===== config.mk =====
export PLATFORM = sky130hd
export DESIGN_NAME = fifo_stream_reader
export DESIGN_NICKNAME = d
export VERILOG_FILES = /design/src/rtl/fifo_stream_reader.sv
export SDC_FILE = /design/constraint.sdc
export NUM_CORES = 1
export LEC_CHECK = 0
export ABC_CLOCK_PERIOD_IN_PS = 3000
export BUFFER_PORTS_ARGS = -buffer_cell sky130_fd_sc_hd__buf_2
export CAP_MARGIN = 20
export CORE_ASPECT_RATIO = 0.7
export CORE_UTILIZATION = 52
export DETAILED_ROUTE_END_ITERATION = 16
export PLACE_DENSITY = 0.78
export SKIP_LAST_GASP = 1
export SLEW_MARGIN = 20
export SYNTH_ARGS = -nofsm -noshare
export SYNTH_HDL_FRONTEND = slang
export SYNTH_SLANG_ARGS = --single-unit

===== constraint.sdc =====
create_clock -name clk -period 3 [get_ports clk]
set_input_delay 0.6 -clock clk [delete_from_list [all_inputs] [get_ports clk]]
set_output_delay 0.6 -clock clk [all_outputs]
set_load 0.05 [all_outputs]

===== src/rtl/fifo_stream_reader.sv =====
// Read-side controller for a synchronous FIFO: turns the r_en/data_out/empty port into a
// framed valid/ready stream, using a 2-entry buffer to hide the FIFO's 1-cycle read latency.
module fifo_stream_reader #(
    parameter int D_WIDTH = 8,
    parameter int PKT_LEN = 4,
    parameter int CNT_W   = 16
) (
    input  logic               clk,
    input  logic               rst,
    input  logic               enable,
    input  logic               fifo_empty,
    input  logic [D_WIDTH-1:0] fifo_data,
    output logic               fifo_r_en,
    output logic               m_valid,
    output logic [D_WIDTH-1:0] m_data,
    output logic               m_last,
    input  logic               m_ready,
    output logic [CNT_W-1:0]   rd_count,
    output logic               busy
);

    localparam int PK_W = (PKT_LEN > 1) ? $clog2(PKT_LEN) : 1;
    localparam logic [PK_W-1:0] PK_MAX = PK_W'(PKT_LEN - 1);

    logic [1:0]         occ_q, occ_d;
    logic               infl_q, infl_d;
    logic [PK_W-1:0]    pk_q, pk_d;
    logic [CNT_W-1:0]   cnt_q, cnt_d;
    logic [D_WIDTH-1:0] buf_q [2];
    logic [D_WIDTH-1:0] buf_d [2];
    logic               pop;
    logic [1:0]         wr_idx;
    logic [2:0]         level;

    assign m_valid  = (occ_q != 2'd0);
    assign m_data   = buf_q[0];
    assign m_last   = m_valid & (pk_q == PK_MAX);
    assign pop      = m_valid & m_ready;
    assign busy     = m_valid | infl_q;
    assign rd_count = cnt_q;

    // Occupancy after this cycle's arrival and departure; a new read is only safe below 2.
    assign level     = {1'b0, occ_q} + {2'b0, infl_q} - {2'b0, pop};
    assign fifo_r_en = !rst & enable & !fifo_empty & (level < 3'd2);

    always_comb begin
        buf_d[0] = buf_q[0];
        buf_d[1] = buf_q[1];
        if (pop) begin
            buf_d[0] = buf_q[1];
        end
        // The arriving word lands behind whatever is still buffered after the shift.
        wr_idx = occ_q - {1'b0, pop};
        if (infl_q) begin
            buf_d[wr_idx[0]] = fifo_data;
        end
        occ_d  = occ_q + {1'b0, infl_q} - {1'b0, pop};
        infl_d = fifo_r_en;
        pk_d   = pk_q;
        if (pop) begin
            pk_d = (pk_q == PK_MAX) ? '0 : pk_q + PK_W'(1);
        end
        cnt_d = cnt_q + CNT_W'(pop);
    end

    always_ff @(posedge clk or posedge rst) begin
        if (rst) begin
            occ_q  <= 2'd0;
            infl_q <= 1'b0;
            pk_q   <= '0;
            cnt_q  <= '0;
            for (int i = 0; i < 2; i++) begin
                buf_q[i] <= '0;
            end
        end else begin
            occ_q  <= occ_d;
            infl_q <= infl_d;
            pk_q   <= pk_d;
            cnt_q  <= cnt_d;
            for (int i = 0; i < 2; i++) begin
                buf_q[i] <= buf_d[i];
            end
        end
    end

endmodule


# Word-level counts from Yosys, hierarchy flattened
# Cells that the tools add are included.
# W data, S select, Z words.
# totals
input_bits,13
out_inout_bits,28
word_cells,34
reg_bits,37
# op_classes
reduce_logical,4
n_lt_le_gt_ge,3
bitwise,7
n_addsub,7
n_mux,6
n_eq_ne,1
# ops
operator,count
$add A16 B1 Y16,1
$bwmux W16,1
$mux W16,1
$mux W8,2
$demux W8 S1,1
$and A1 B1 Y1,5
$add A2 B1 Y3,1
$lt A3 B2 Y1 const B,1
$sub A3 B1 Y3,1
$add A2 B1 Y2,1
$add A2 B1 Y2 const B,1
$eq A2 B2 Y1 const B,1
$ge A2 B2 Y1 const B,1
$logic_not A1 Y1,2
$lt A2 B1 Y1 const B,1
$mux W2,1
$not A1 Y2,1
$reduce_bool A2 Y1,1
$sub A2 B1 Y2,1
$logic_and A1 B1 Y1,1
$or A1 B1 Y1,1
$sub A1 B1 Y1,1

# Longest topological paths before layout
# Gate-level depths: netlist of the first run.
# logic_depth
word_depth,10
ltp_mapped,8
mapped_depth_nobuf,7

# Worst setup path before layout of the first run
# No wires, ideal clock.
# synth_path
kind,input -> output
startpoint,input m_ready
endpoint,output fifo_r_en
cell_stages,7
required_time_ns,2.400
arrival_ns,2.216
path_slack_ns,0.184
n_path_buf,0
path_cell_list,o21ai_2 or2_2 nand2_1 ha_1 fa_1 nor2_1 and4_1
# synth_via
elab_chain_cells,4
# synth_rtl
item,line,source
from (decl),17,"input logic m_ready,"
$and A1 B1 Y1,38,assign pop = m_valid & m_ready;
$sub A3 B1 Y3,43,"assign level = {1'b0, occ_q} + {2'b0, infl_q} - {2'b0, pop};"
named net level[1],33,logic [2:0] level;
$lt A3 B2 Y1,44,assign fifo_r_en = !rst & enable & !fifo_empty & (level < 3'd2);
$and A1 B1 Y1,44,
to (decl),13,"output logic fifo_r_en,"
# The timed path passes the listed nets, and every way through them passes these cells.

# Worst setup path in the final report of the first run
# layout_path
startpoint,register occ_q[0]
endpoint,output fifo_r_en
# layout_via
elab_chain_cells,5
elab_cells_between_ends,6
cone_classes,add/sub (2); order compare (1); bitwise (2); reduce/logical (1)
# layout_rtl
item,line,source
from (decl),25,"logic [1:0] occ_q, occ_d;"
from (signal assigned),68,occ_q <= 2'd0;
from (signal assigned),76,occ_q <= occ_d;
"parallel branches: the longest is 2 deep, another holds $add A2 B1 Y3",--,
$sub A3 B1 Y3 *,43,
$lt A3 B2 Y1 *,44,
$and A1 B1 Y1 *,44,
# Mark *: on every way between the ends.

==> results of run 1 <==
## how the worst min path moves through the flow
stage | startpoint | to | slack [ps]
floorplan | pk_q[1] | pk_q[1] | 450
global placement | rd_count[15] | rd_count[15] | 460
detailed placement | rd_count[15] | rd_count[15] | 470
CTS | rd_count[15] | rd_count[15] | 480
global route | rd_count[15] | rd_count[15] | 490
finish | rd_count[15] | rd_count[15] | 470
## worst reg2reg max path, cell delays in order, from the launching register on
cell and delay [ps]:
dfrtp_1 470, o21ai_2 100, buf_4 150, buf_4 160
nor2_1 170, ha_1 250, and4_1 340, nand4_1 140
xnor2_1 140
## metal layers
layer	track usage, %	vias up	routed length [µm]
li1	-	587	-
met1	28.86	613	1566
met2	35.10	45	1602
met3	5.930	11	190
met4	9.000	0	78
met5	0	-	0
## repair_timing
item                                    in CTS  in global routing
endpoints found under the hold margin        0                  0
gates resized for setup                      0                  4
buffers inserted                             0                  1
endpoints found under the setup margin       0                  1
## cell type report
type	count	area, µm²	area share [%]
Timing Repair Buffer	44	236.5	11.88
Clock inverter	2	13.76	0.6914
Multi-Input combinational cell	101	670.6	33.69
Clock buffer	6	82.58	4.148
Inverter	4	15.01	0.7542
Sequential cell	37	927.1	46.57
Tap cell	36	45.04	2.263
## per-stage QoR
stage	worst slack, ps	instances	instance area [µm²]
finish	95.19	230	1991
floorplan	183.7	153	1692
global placement	161.1	221	1879
global route	-25.48	230	1991
CTS	5.256	229	1976
detailed placement	68.52	221	1879
## Yosys cell counts, drive strengths merged
cell type	n	share of area (%)
nand4	4	1.5
and4	2	1.0
xnor2	12	6.2
nand2	26	5.9
o211ai	1	0.74
dfrtp	37	55
buf	11	4.7
fa	1	1.2
nor4	1	0.37
ha	3	2.2
and2	3	1.1
nand3	6	1.8
and3	1	0.37
a21o	1	0.44
mux2	8	5.3
o21ai	2	0.81
inv	4	0.89
or2	2	0.74
nor2	12	2.7
nor3	2	1.3
or3	1	0.44
nand2b	1	0.52
a31oi	8	3.0
xor2	4	2.1
## kinds of logic after synthesis
kind of cell               after synthesis  share of synthesized area, %
and+or+nand+nor                         61                         17.68
xor gates and xnor gates                16                         8.284
buffers and inverters                   15                         5.621
adders and majority gates                4                         3.403
muxes                                    8                         5.326
AOI/OAI and AO/OA                       12                         4.956
DFF                                     37                         54.73
## report_power, final
| part | internal, mW | switching, mW | total (mW) |
|---|---|---|---|
| sequential | 0.652 | 0.132 | 0.785 |
| combinational | 0.261 | 0.591 | 0.852 |
| clock | 0.186 | 0.180 | 0.366 |
==> impl_metrics.env, run 1 <==
export IMPL_reg2reg_depth=8
export IMPL_grt_usage_pct=22.06
export IMPL_coreArea_mm2=0.002943
export IMPL_cts_tree="done"
export IMPL_cp_startpoint="occ_q[0]"
export IMPL_antenna_found_initial=0
export IMPL_dieArea_mm2=0.003489
export IMPL_initial_utilization_pct=57.48
export IMPL_io_buffers=40
export IMPL_power_density_mw_per_mm2=1006
export IMPL_wire_per_inst_um=14.95
export IMPL_r2r_slack_ps=990
export IMPL_finalHoldViolations=0
export IMPL_p_leak_nw=1.021
export IMPL_drive_gt1_share_pct=35.57
export IMPL_antenna_cells=0
export IMPL_critPathMaxStageDelay_ps=460
export IMPL_cp_start_kind="flip-flop"
export IMPL_grt_start_max_net_pins=38
export IMPL_period_share_pct=96.83
export IMPL_status="finished, final reports clean"
export IMPL_drt_wl_total_um=3438
export IMPL_synth_seq_area_share_pct=54.73
export IMPL_slew_violations=0
export IMPL_critical_path_class="flip-flop to output pin"
export IMPL_gp_congestion=0.7598
export IMPL_fmax_ghz=0.3443
export IMPL_r2r_start="occ_q[1]"
export IMPL_cts_buffer_depth=2
export IMPL_syn_to_final_growth_pct=17.68
export IMPL_crit_path_end="fifo_r_en"
export IMPL_syn_nets=170
export IMPL_fillCellCount=232
export IMPL_cts_made_buffers=5
export IMPL_cp_arrival_ps=2300
export IMPL_layout_common_cells="buf_2 (39), dfrtp_1 (36), nand2_1 (25)"
export IMPL_drc_errors=0
export IMPL_fin_skew_ps=12.59
export IMPL_grt_pass1_vias=1250
export IMPL_fin_setup_tns_ps=0
export IMPL_cap_violations=0
export IMPL_io_pins=41
export IMPL_final_common_cell="buf_2"
export IMPL_row_count=16
export IMPL_synth_warning_count=0
export IMPL_worstSetupPathDepth=8
export IMPL_critPathTopFamily="adder cells"
export IMPL_drt_first_pass_iters=4
export IMPL_die_w_um=70.17
export IMPL_ys_ff_latch=37
export IMPL_crit_chain="o21ai_2 > or2_2 > nand2_1 > ha_1 > fa_1 > xor2_1 > and4_1 > buf_6"
export IMPL_path_max_fanout=7
export IMPL_ys_types=28
export IMPL_synthCells=153
export IMPL_cts_max_level=2
export IMPL_whs_path_depth=1
export IMPL_first_iter_violations=96
export IMPL_worst_slew_pin_slew_ps=648.6
export IMPL_hp_class="flip-flop to flip-flop"
export IMPL_clk_pin_slew_ps=70
export IMPL_fin_util_pct=67.64
export IMPL_cp_slowest_cell="dfrtp_2"
export IMPL_grt_pass1_wl_um=5823
export IMPL_crit_buf_inv=1
export IMPL_worst_hold_slack_ps=473.9
export IMPL_min_period_ps=2905
export IMPL_dieHeight_um=49.72
export IMPL_vias_per_cell=5.461
export IMPL_worstSetupEndpointType="output pin"
export IMPL_place_hpwl_um=2500
export IMPL_cp_required_ps=2400
export IMPL_fin_nets=210
export IMPL_reg2reg_to="rd_count[8]"
export IMPL_clock_sinks=37
export IMPL_total_power_mw=2.002
export IMPL_grt_overflow_total=0
export IMPL_mappedNetlistArea_mm2=0.001692
export IMPL_hold_buffers=0
export IMPL_ant_nets=0
export IMPL_syn_avg_cell_area_um2=11.06
export IMPL_finalSetupViolations=0
export IMPL_clock_latency_ps=300
export IMPL_vias=1256
export IMPL_max_slew_margin_pct=56.63
export IMPL_max_vdd_ir_drop_mv=0.7214
export IMPL_cts_root_buf="clkbuf_8"
(Power assumes the default switching activity.)
==> inputs of run 2 (changes only) <==
--- a/config.mk
+++ b/config.mk
@@ -5,13 +5,16 @@
 export SDC_FILE = /design/constraint.sdc
 export NUM_CORES = 1
 export LEC_CHECK = 0
+export ABC_AREA = 1
 export ABC_CLOCK_PERIOD_IN_PS = 3000
 export BUFFER_PORTS_ARGS = -buffer_cell sky130_fd_sc_hd__buf_2
 export CAP_MARGIN = 20
+export CELL_PAD_IN_SITES_DETAIL_PLACEMENT = 1
+export CELL_PAD_IN_SITES_GLOBAL_PLACEMENT = 2
 export CORE_ASPECT_RATIO = 0.7
-export CORE_UTILIZATION = 52
+export CORE_UTILIZATION = 32
 export DETAILED_ROUTE_END_ITERATION = 16
-export PLACE_DENSITY = 0.78
+export PLACE_DENSITY_LB_ADDON = 0.1
 export SKIP_LAST_GASP = 1
 export SLEW_MARGIN = 20
 export SYNTH_ARGS = -nofsm -noshare
==> impl_metrics.env, run 2 <==
export IMPL_status="finished, final reports clean"
export IMPL_vias=1513
export IMPL_drc_errors=0
export IMPL_synthTopCellsByCount="nand2_1 (74), dfrtp_1 (37), inv_1 (24)"
export IMPL_cts_root_buf="clkbuf_8"
export IMPL_hold_buffers=0
export IMPL_syn_avg_cell_area_um2=8.561
export IMPL_finalSetupViolations=0
export IMPL_syn_to_final_growth_pct=18.08
export IMPL_clock_sinks=37
export IMPL_ys_types=29
export IMPL_reg2reg_depth=9
export IMPL_finalHoldViolations=0
export IMPL_drt_wl_total_um=4597
export IMPL_antenna_cells=0
export IMPL_grt_overflow_total=0
export IMPL_yosysMostFrequentCell="nand2_1"
export IMPL_drive_gt1_share_pct=30.11
export IMPL_mappedNetlistArea_mm2=0.001952
export IMPL_clk_pin_slew_ps=70
export IMPL_max_vdd_ir_drop_mv=0.5488
export IMPL_yosys_top_cells_area="dfrtp_1 (47%), nand2_1 (14%), inv_1 (4.6%), nand3_1 (3.6%), buf_4 (3.5%)"
export IMPL_cp_start_kind="flip-flop"
export IMPL_worstSetupEndpointType="output pin"
export IMPL_io_buffers=40
export IMPL_p_leak_nw=1.222
export IMPL_ys_ff_latch=37
export IMPL_r2r_slack_ps=1020
export IMPL_synth_area_leader_cell="dfrtp_1"
export IMPL_grt_start_max_net_pins=38
export IMPL_synth_edf_count=0
export IMPL_dp_cells=335
export IMPL_hp_class="flip-flop to flip-flop"
export IMPL_cp_arrival_ps=2250
export IMPL_grt_pass1_wl_um=7838
export IMPL_final_common_cell="nand2_1"
export IMPL_io_pins=41
export IMPL_synth_seq_area_share_pct=47.44
export IMPL_cap_violations=0
export IMPL_worst_slew_pin_slew_ps=489.0
export IMPL_ys_flop_type="dfrtp_1"
export IMPL_die_w_um=95.35
export IMPL_drt_first_pass_iters=4
export IMPL_whs_path_depth=2
export IMPL_fin_nets=285
export IMPL_critical_path_class="flip-flop to output pin"
export IMPL_first_iter_violations=55
export IMPL_total_power_mw=2.197
export IMPL_syn_nets=245
export IMPL_slew_violations=0
export IMPL_place_hpwl_um=3460
export IMPL_synth_top_area_share_pct=47.44
export IMPL_cp_required_ps=2400
export IMPL_pre_cts_ws_ps=114.5
export IMPL_antenna_found_initial=0
export IMPL_max_slew_margin_pct=67.40
export IMPL_fin_setup_tns_ps=0
export IMPL_cts_max_level=2
export IMPL_r2r_start="occ_q[0]"
export IMPL_place_area_mm2=0.002196
export IMPL_rsz0062_at_grt="false"
export IMPL_synthCells=228
export IMPL_cts_made_buffers=5
export IMPL_clock_latency_ps=290
export IMPL_setup_slack_ps=147.3
export IMPL_stdcell_area_mm2=0.002305
export IMPL_fin_skew_ps=6.198
export IMPL_final_instance_count_excl_fill=344
export IMPL_row_count=23
export IMPL_path_max_fanout=4
export IMPL_dieHeight_um=67.35
export IMPL_period_share_pct=95.09
export IMPL_async_flop_share_pct=100.0
export IMPL_grt_usage_pct=16.61
export IMPL_gp_congestion=0.7636
export IMPL_wire_per_inst_um=13.36
export IMPL_layout_common_cells="nand2_1 (73), buf_2 (39), dfrtp_1 (35)"
export IMPL_dieArea_mm2=0.006421
export IMPL_grt_pass1_vias=1522
export IMPL_synth_warning_count=0
export IMPL_cts_buffer_depth=2
export IMPL_ant_nets=0
export IMPL_reg2reg_to="infl_q"
export IMPL_fmax_ghz=0.3505
export IMPL_fillCellCount=714
export IMPL_min_period_ps=2853
export IMPL_power_density_mw_per_mm2=953.4
export IMPL_vias_per_cell=4.398
export IMPL_coreArea_mm2=0.005813
export IMPL_initial_utilization_pct=33.58
export IMPL_cts_tree="done"
[run 2: cell types whose count changed after synthesis, sizes merged, moves of 8 or more]
cell	before	now
a31oi	8	0
inv	4	26
mux2	8	0
nand2	26	81
nand3	6	16
xnor2	12	2
[run 2: layout make-up]
class	count	area [µm²]	share of cell area, %
Sequential cell	37	928.4	40.28
Clock buffer	6	72.57	3.149
Tap cell	75	93.84	4.072
Inverter	26	97.59	4.235
Clock inverter	2	10.01	0.4343
Timing Repair Buffer	45	244.0	10.59
Multi-Input combinational cell	153	858.3	37.24
[run 2: per-layer routing]
layer	part of all wire [%]	wire length [µm]	global-route usage, %
met3	3.7	169	4.505
met5	0	0	0
met1	59	2709	26.68
met2	37	1688	21.07
met4	0.65	30	3.977
[run 2: critical path: stages (launching register included)]
cell and delay (ps):
dfrtp_2 450, inv_2 100, nand2_2 80, nand2_2 70
nand2_1 40, nand2_1 60, ha_1 150, fa_2 470
nor4_4 330, buf_6 200
[run 2: what timing repair did]
action                                  CTS  global route
endpoints found under the setup margin    1             1
resized for setup                         1             7
cloned                                    0             0
setup buffers                             0             1
pin swaps                                 0             1
[run 2: report_power, final]
part           total [mW]  leakage, nW  internal [mW]  switching (mW)
sequential          0.796        0.471          0.660           0.136
combinational        1.06        0.706          0.306           0.754
clock               0.341       0.0450          0.161           0.180
[run 2: worst max-delay path by stage]
stage / slack (ps) / from / to / depth (start not counted)
3_5_place_dp: 110 / m_ready / fifo_r_en / 9
4_1_cts: 2 / occ_q[1] / fifo_r_en / 8
3_3_place_gp: 120 / m_ready / fifo_r_en / 9
5_1_grt: 20 / occ_q[0] / fifo_r_en / 9
2_1_floorplan: 40 / m_ready / fifo_r_en / 8
6_report: 150 / occ_q[0] / fifo_r_en / 9
[run 2: stage by stage]
step                utilization [%]  hold WS [ps]
floorplan                         -         434.2
global route                  39.65         506.9
global placement              37.77         452.2
CTS                           39.24         471.4
finish                        39.65         470.1
detailed placement            37.77         453.1
[run 2: cells by family after synthesis]
kind of cell	share of synthesized area (%)
AND/OR/NAND/NOR	32.69
buffers and inverters	9.872
flip-flops	47.44
AO/OA/AOI/OAI	3.461
adder cells (fa/ha/maj)	2.949
XOR/XNOR	3.590
